--- src/rtl/mapper_mem_arbiter.sv ---
// Two-requester memory arbiter: mapper CPU port and loader port share one memory port.
// CPU has priority; a saturating counter forces a loader grant after STARVE_MAX CPU wins.
//
// state    | meaning
// IDLE     | waiting for a request, grant decided here
// CPU_BUSY | CPU transaction outstanding on the memory port
// LD_BUSY  | loader write outstanding on the memory port
// DONE     | one-cycle gap after completion, requests ignored
module mapper_mem_arbiter #(
   parameter int          ADDR_W     = 27,
   parameter logic [3:0]  STARVE_MAX = 4'd15
) (
   input  logic              clk_sys,
   input  logic              reset_n,
   input  logic              cpu_req,
   input  logic [ADDR_W-1:0] cpu_addr,
   input  logic              cpu_rnw,
   input  logic              cpu_sram,
   input  logic [7:0]        cpu_wdata,
   output logic              cpu_ack,
   output logic [7:0]        cpu_rdata,
   input  logic              ld_req,
   input  logic [ADDR_W-1:0] ld_addr,
   input  logic [7:0]        ld_wdata,
   output logic              ld_ack,
   output logic              mem_req,
   output logic [ADDR_W-1:0] mem_addr,
   output logic              mem_we,
   output logic              mem_sram,
   output logic [7:0]        mem_wdata,
   input  logic              mem_ack,
   input  logic [7:0]        mem_rdata,
   output logic              busy
);

   typedef enum logic [1:0] {IDLE, CPU_BUSY, LD_BUSY, DONE} state_t;

   state_t            state_q, state_d;
   logic [3:0]        starve_q, starve_d;
   logic              mem_req_q, mem_req_d;
   logic [ADDR_W-1:0] mem_addr_q, mem_addr_d;
   logic              mem_we_q, mem_we_d;
   logic              mem_sram_q, mem_sram_d;
   logic [7:0]        mem_wdata_q, mem_wdata_d;
   logic              cpu_ack_q, cpu_ack_d;
   logic              ld_ack_q, ld_ack_d;
   logic [7:0]        cpu_rdata_q, cpu_rdata_d;
   logic              grant_cpu;

   always_ff @(posedge clk_sys or negedge reset_n) begin
      if (!reset_n) begin
         state_q     <= IDLE;
         starve_q    <= 4'd0;
         mem_req_q   <= 1'b0;
         mem_addr_q  <= '0;
         mem_we_q    <= 1'b0;
         mem_sram_q  <= 1'b0;
         mem_wdata_q <= 8'h00;
         cpu_ack_q   <= 1'b0;
         ld_ack_q    <= 1'b0;
         cpu_rdata_q <= 8'h00;
      end else begin
         state_q     <= state_d;
         starve_q    <= starve_d;
         mem_req_q   <= mem_req_d;
         mem_addr_q  <= mem_addr_d;
         mem_we_q    <= mem_we_d;
         mem_sram_q  <= mem_sram_d;
         mem_wdata_q <= mem_wdata_d;
         cpu_ack_q   <= cpu_ack_d;
         ld_ack_q    <= ld_ack_d;
         cpu_rdata_q <= cpu_rdata_d;
      end
   end

   always_comb begin
      state_d     = state_q;
      starve_d    = starve_q;
      mem_req_d   = mem_req_q;
      mem_addr_d  = mem_addr_q;
      mem_we_d    = mem_we_q;
      mem_sram_d  = mem_sram_q;
      mem_wdata_d = mem_wdata_q;
      cpu_ack_d   = 1'b0;
      ld_ack_d    = 1'b0;
      cpu_rdata_d = cpu_rdata_q;
      grant_cpu   = cpu_req && !(ld_req && (starve_q == STARVE_MAX));

      case (state_q)
         IDLE: begin
            if (grant_cpu) begin
               state_d     = CPU_BUSY;
               mem_req_d   = 1'b1;
               mem_addr_d  = cpu_addr;
               mem_we_d    = ~cpu_rnw;
               mem_sram_d  = cpu_sram;
               mem_wdata_d = cpu_wdata;
               if (ld_req && (starve_q != STARVE_MAX)) starve_d = starve_q + 4'd1;
            end else if (ld_req) begin
               state_d     = LD_BUSY;
               mem_req_d   = 1'b1;
               mem_addr_d  = ld_addr;
               mem_we_d    = 1'b1;
               mem_sram_d  = 1'b0;
               mem_wdata_d = ld_wdata;
               starve_d    = 4'd0;
            end
         end
         CPU_BUSY: begin
            if (mem_ack) begin
               state_d   = DONE;
               mem_req_d = 1'b0;
               cpu_ack_d = 1'b1;
               // Read data is only refreshed by reads; writes leave the last value in place.
               if (!mem_we_q) cpu_rdata_d = mem_rdata;
            end
         end
         LD_BUSY: begin
            if (mem_ack) begin
               state_d   = DONE;
               mem_req_d = 1'b0;
               ld_ack_d  = 1'b1;
            end
         end
         DONE:    state_d = IDLE;
         default: state_d = IDLE;
      endcase
   end

   assign busy      = (state_q != IDLE);
   assign mem_req   = mem_req_q;
   assign mem_addr  = mem_addr_q;
   assign mem_we    = mem_we_q;
   assign mem_sram  = mem_sram_q;
   assign mem_wdata = mem_wdata_q;
   assign cpu_ack   = cpu_ack_q;
   assign ld_ack    = ld_ack_q;
   assign cpu_rdata = cpu_rdata_q;

endmodule

--- config.mk ---
export PLATFORM = sky130hd
export DESIGN_NAME = mapper_mem_arbiter
export DESIGN_NICKNAME = d
export VERILOG_FILES = /design/src/rtl/mapper_mem_arbiter.sv
export SDC_FILE = /design/constraint.sdc
export NUM_CORES = 1
export LEC_CHECK = 0
export ABC_CLOCK_PERIOD_IN_PS = 1400
export CAP_MARGIN = 10
export CORE_ASPECT_RATIO = 0.9
export CORE_MARGIN = 10
export CORE_UTILIZATION = 37
export CTS_CLUSTER_DIAMETER = 30
export DETAILED_ROUTE_END_ITERATION = 8
export MAX_ROUTING_LAYER = met4
export PLACE_DENSITY = 0.77
export SLEW_MARGIN = 20
export SYNTH_ARGS = -nofsm -noshare
export SYNTH_HDL_FRONTEND = slang
export SYNTH_SLANG_ARGS = --single-unit
export TNS_END_PERCENT = 5
--- constraint.sdc ---
create_clock -name clk_sys -period 1.4 [get_ports clk_sys]
set_input_delay 0.28 -clock clk_sys [delete_from_list [all_inputs] [get_ports clk_sys]]
set_output_delay 0.28 -clock clk_sys [all_outputs]
set_load 0.05 [all_outputs]
## After elaboration in Yosys (flattened, before gate mapping)

Cells that the tools add are included.

| storage, ports and cells | value |
|---|---|
| bits in registers | 54 |
| input bits | 85 |
| output and inout port bits | 49 |
| word-level logic and storage cells | 56 |

| operators by class | value |
|---|---|
| add/subtract/negate cells | 1 |
| eq/ne operators | 8 |
| muxes and demuxes | 21 |
| bitwise logic cells | 2 |
| reduce and logical (&&, ||, !) cells | 14 |

Operator list:

| cell | count |
|---|---|
| two-way mux 27 bit | 2 |
| two-way mux 8 bit | 2 |
| two-way mux 4 bit | 3 |
| two-way mux 1 bit | 9 |
| AND reduction 3 bit | 3 |
| two-way mux 2 bit | 3 |
| one-hot mux 2 bit (3 select lines) | 1 |
| nonzero test 2 bit | 3 |
| adder 4 x 1 -> 4 bit (second input constant) | 1 |
| == test 2 bit (second input constant) | 2 |
| == test 4 bit (second input constant) | 1 |
| != test 2 x 1 -> 1 bit (second input constant) | 2 |
| != test 4 bit (second input constant) | 1 |
| AND reduction 2 bit | 2 |
| logical AND 1 bit | 3 |
| != test 3 bit (second input constant) | 1 |
| == test 2 x 1 -> 1 bit (second input constant) | 1 |
| zero test 2 bit | 1 |
| inverter 1 bit | 2 |
| one-hot mux 1 bit (2 select lines) | 1 |
| OR reduction 2 bit | 1 |
| zero test 1 bit | 1 |

## Depth between registers and ports, before layout

| logic depth | value |
|---|---|
| depth after elaboration | 6 |
| mapped depth | 8 |
| gate-level depth less buffers | 5 |

## Worst setup path before layout

OpenSTA, ideal clock, no wires.

| timing | value |
|---|---|
| path type | register to output |
| start | reg state_q[0] |
| end | out busy |
| arrival | 1.296 ns |
| path slack | -0.176 ns |
| stages on the path, launching flop included | 6 |
| cells stage by stage | dfrtp_1 inv_1 ha_1 buf_2 clkbuf_1 inv_1 |

| on the way | value |
|---|---|
| longest elaborated chain between the ends | 1 |

Ends and longest elaborated chain:

| what | RTL line | source |
|---|---|---|
| start: declaration | 38 | `state_t state_q, state_d;` |
| start signal: assignment | 63 | `state_q <= state_d;` |
| nonzero test 2 bit | 130 | `assign busy = (state_q != IDLE);` |
| end: declaration | 33 | `output logic busy` |

No other way between the ends.

## Worst setup path in the final report

| timing | value |
|---|---|
| start | reg state_q[1] |
| end | out busy |

The elaborated chain is that of the path after synthesis.

==> flow_summary.yaml <==
grt:
  grt_use_total: 0.174
  grt_pass1_vias: 3148
  grt_max_degree: 55
  antenna_found_initial: 0
  grt_pass1_wl_mm: 16.0
  grt-ovfl-total: 0
die:
  dieWidth_um: 112
  core_area_um2: 7470
  rows: 30
  dieHeight_um: 103
  start_util: 0.376
  io_pins: 134
  die_area_um2: 11500
setup_path:
  cp.arrival_ns: 1.26
  worst-r2r-cell-count: 6
  worstSetupPathType: "reg2out"
  path_delay_family: "flip-flops"
  end_kind: "primary output"
  r2r_start: "state_q[1]"
  startpoint: "state_q[1]"
  timing.critical_path.cells: "inv_2 > ha_4 > buf_6 > inv_4 > buf_8"
  path_buf_inv: 4
  max_stage_delay_ns: 0.41
  cp_max_fo: 4
  crit_slowest_cell: "dfrtp_1"
  critical_path_depth: 5
  cp-start-kind: "flop"
  cp.required_ns: 1.12
route:
  drtAntennaViolNets: 0
  first_pass_iters: 5
  vias: 2774
  drtIter0Drc: 95
  drt_wl_total_mm: 9.93
  drc: 0
  via_per_inst: 5.24
  routedWlPerCell_um: 18.8
layout:
  fin_util: 0.698
  antenna_cells: 0
  postLayoutCellArea_um2: 5220
  area_growth_pct: 85.5
  nNetsFinal: 522
  drive_above_1_share: 0.356
sta:
  hold_viol: 0
  final.setup.worst_slack_ns: -0.141
  finalSetupViolations: 15
  worst_slew_pin_slew_ns: 0.341
  rsz0062_at_grt: "yes"
  maxSlewHeadroom: 0.772
  slew_violations: 0
  finalClockSkew_ns: 0.00653
  period_share: 1.10
  period_minus_slack_ns: 1.54
  max_freq_ghz: 0.649
run_status:
  status: "finished with violations"
  violations: "negative setup slack"
clocking:
  clk_path_buf_depth: 2
  cts_tree: "yes"
  path_clk_slew_ns: 0.10
  cts_max_level: 2
  cts.sinks: 54
  clk_latency_ns: 0.31
  root_buffer: "clkbuf_8"
  numCtsBuffers: 5
synthesis:
  synth_xor_area_frac: 0
  yosys.area_share.simple: 0.219
  seq_area_frac_synth: 0.481
  ys_seq_elements: 54
  netlist.area_leader.share: 0.481
  synth_mux_area_frac: 0.0432
  ys_warn_count: 0
  synth.largest_area_cell: "dfrtp_1"
  synth_area_per_cell_um2: 10.1
  synth_fa_ha_area_frac: 0.0223
  yosys-top-cells-area: "dfrtp_1 (48%), o211ai_2 (13%), nand2_1 (10%)"
  syn-num-nets: 368
  ys_types: 30
  synth_area_um2: 2810
  synth-compound-area-share: 0.176
  synth_top_family_by_area: "simple AND/OR/NAND/NOR gates"
  synthCells: 278
placed_design:
  post-place-ws_ns: -0.307
  place_area_um2: 4930
  place_congestion: 0.781
  port_buffers: 133
  dp_hpwl_mm: 7.58
flow_run:
  drv_cap: 0
min_path:
  hold_path_class: "in2async"
power_and_ir_drop:
  p_per_area_nw_per_um2: 2490
  total_power_mw: 13.0
  p_leak_nw: 2.27
  peakVddDrop_uv: 1220
[Yosys cell counts (all sizes together)]
library cell	number
nor2b	2
and2	3
a31oi	3
nor2	4
a21oi	1
nand2b	1
buf	17
nand4b	1
and3b	1
nor3b	1
o21a	1
ha	5
nand3	2
clkbuf	10
dfrtp	54
a22o	1
nand4	37
o22ai	1
o211ai	35
nand2	77
mux2	9
o21ai	6
mux2i	2
inv	4
[worst reg2reg max path: stages (launching register included)]
cell	delay, ns
dfrtp_1	0.39
inv_2	0.07
ha_1	0.19
and2_4	0.17
nand2b_4	0.07
buf_12	0.12
mux2_2	0.33
[cell type report]
type	count	area (µm²)
tap	96	120
clock buffer	6	82.6
fill	529	2250
multi-input combinational	193	1360
clock inverter	2	60.1
timing repair buffer	174	2220
sequential	54	1350
inverter	4	17.5
[metrics by stage]
| stage | TNS [ns] | hold WS [ns] | cells |
|---|---|---|---|
| floorplan | -1.62 | -0.0156 | 278 |
| global placement | -10.98 | 0.303 | 516 |
| detailed placement | -12.66 | 0.305 | 516 |
| CTS | -0.317 | 0.495 | 528 |
| global route | -3.97 | 0.514 | 529 |
| finish | -0.567 | 0.474 | 529 |
[layer usage]
layer	global-route usage	wire, µm	up-vias
met4	0.0385	122	0
li1	-	-	1299
met3	0.0460	611	11
met2	0.309	5090	102
met5	-	0	-
met1	0.194	4100	1362
[cell usage in the layout, fill, tap and decap left out, types with 2 or more instances in the layout]
cell type,n
inv_2,2
and2_4,2
o21ai_0,4
mux2_2,8
nand4_1,36
buf_12,54
o211ai_2,29
a31oi_1,2
ha_1,2
mux2i_1,2
nand2_1,77
bufinv_16,2
o211ai_1,6
nor2_2,3
buf_4,28
clkbuf_8,6
dfrtp_1,54
ha_4,2
buf_6,6
clkdlybuf4s50_1,83
nand3_1,2
[timing repair]
item,4_1_cts,5_1_grt
hold buffers,1,0
setup buffers,3,1
gates resized for setup,19,9
pin swaps,2,1
hold endpoints to repair,54,0
setup endpoints to repair,49,52
[logic make-up (layout without fill, tap and decap cells)]
| logic type | after synthesis | after routing |
|---|---|---|
| AO/OA/AOI/OAI | 48 | 48 |
| adder cells (fa/ha/maj) | 5 | 5 |
| buffers and inverters | 31 | 186 |
| flip-flops | 54 | 54 |
| multiplexers | 11 | 11 |
| AND/OR/NAND/NOR | 129 | 129 |
[flip-flops by register name, indices dropped and copies added, names as in the netlist]
signal and count:
starve_q 4, mem_req 1, mem_addr 27, cpu_rdata 8
mem_sram 1, cpu_ack 1, mem_we 1, ld_ack 1
mem_wdata 8, state_q 2
[worst paths after layout]
path,endpoint,slack (ns)
worst min register to register,mem_sram,0.56
worst max-delay path,busy,-0.14
worst min-delay path,mem_addr[16],0.47
min in group clk_sys,mem_sram,0.51
max in group asynchronous,mem_req,0.67
worst max register to register,cpu_rdata[5],-0.06
[where the power goes]
part / switching (mW) / internal, mW / total (mW)
registers: 0.795 / 2.30 / 3.10
clock network: 0.545 / 0.763 / 1.31
logic: 4.38 / 4.23 / 8.60
Power figures use the tool's default switching activity.
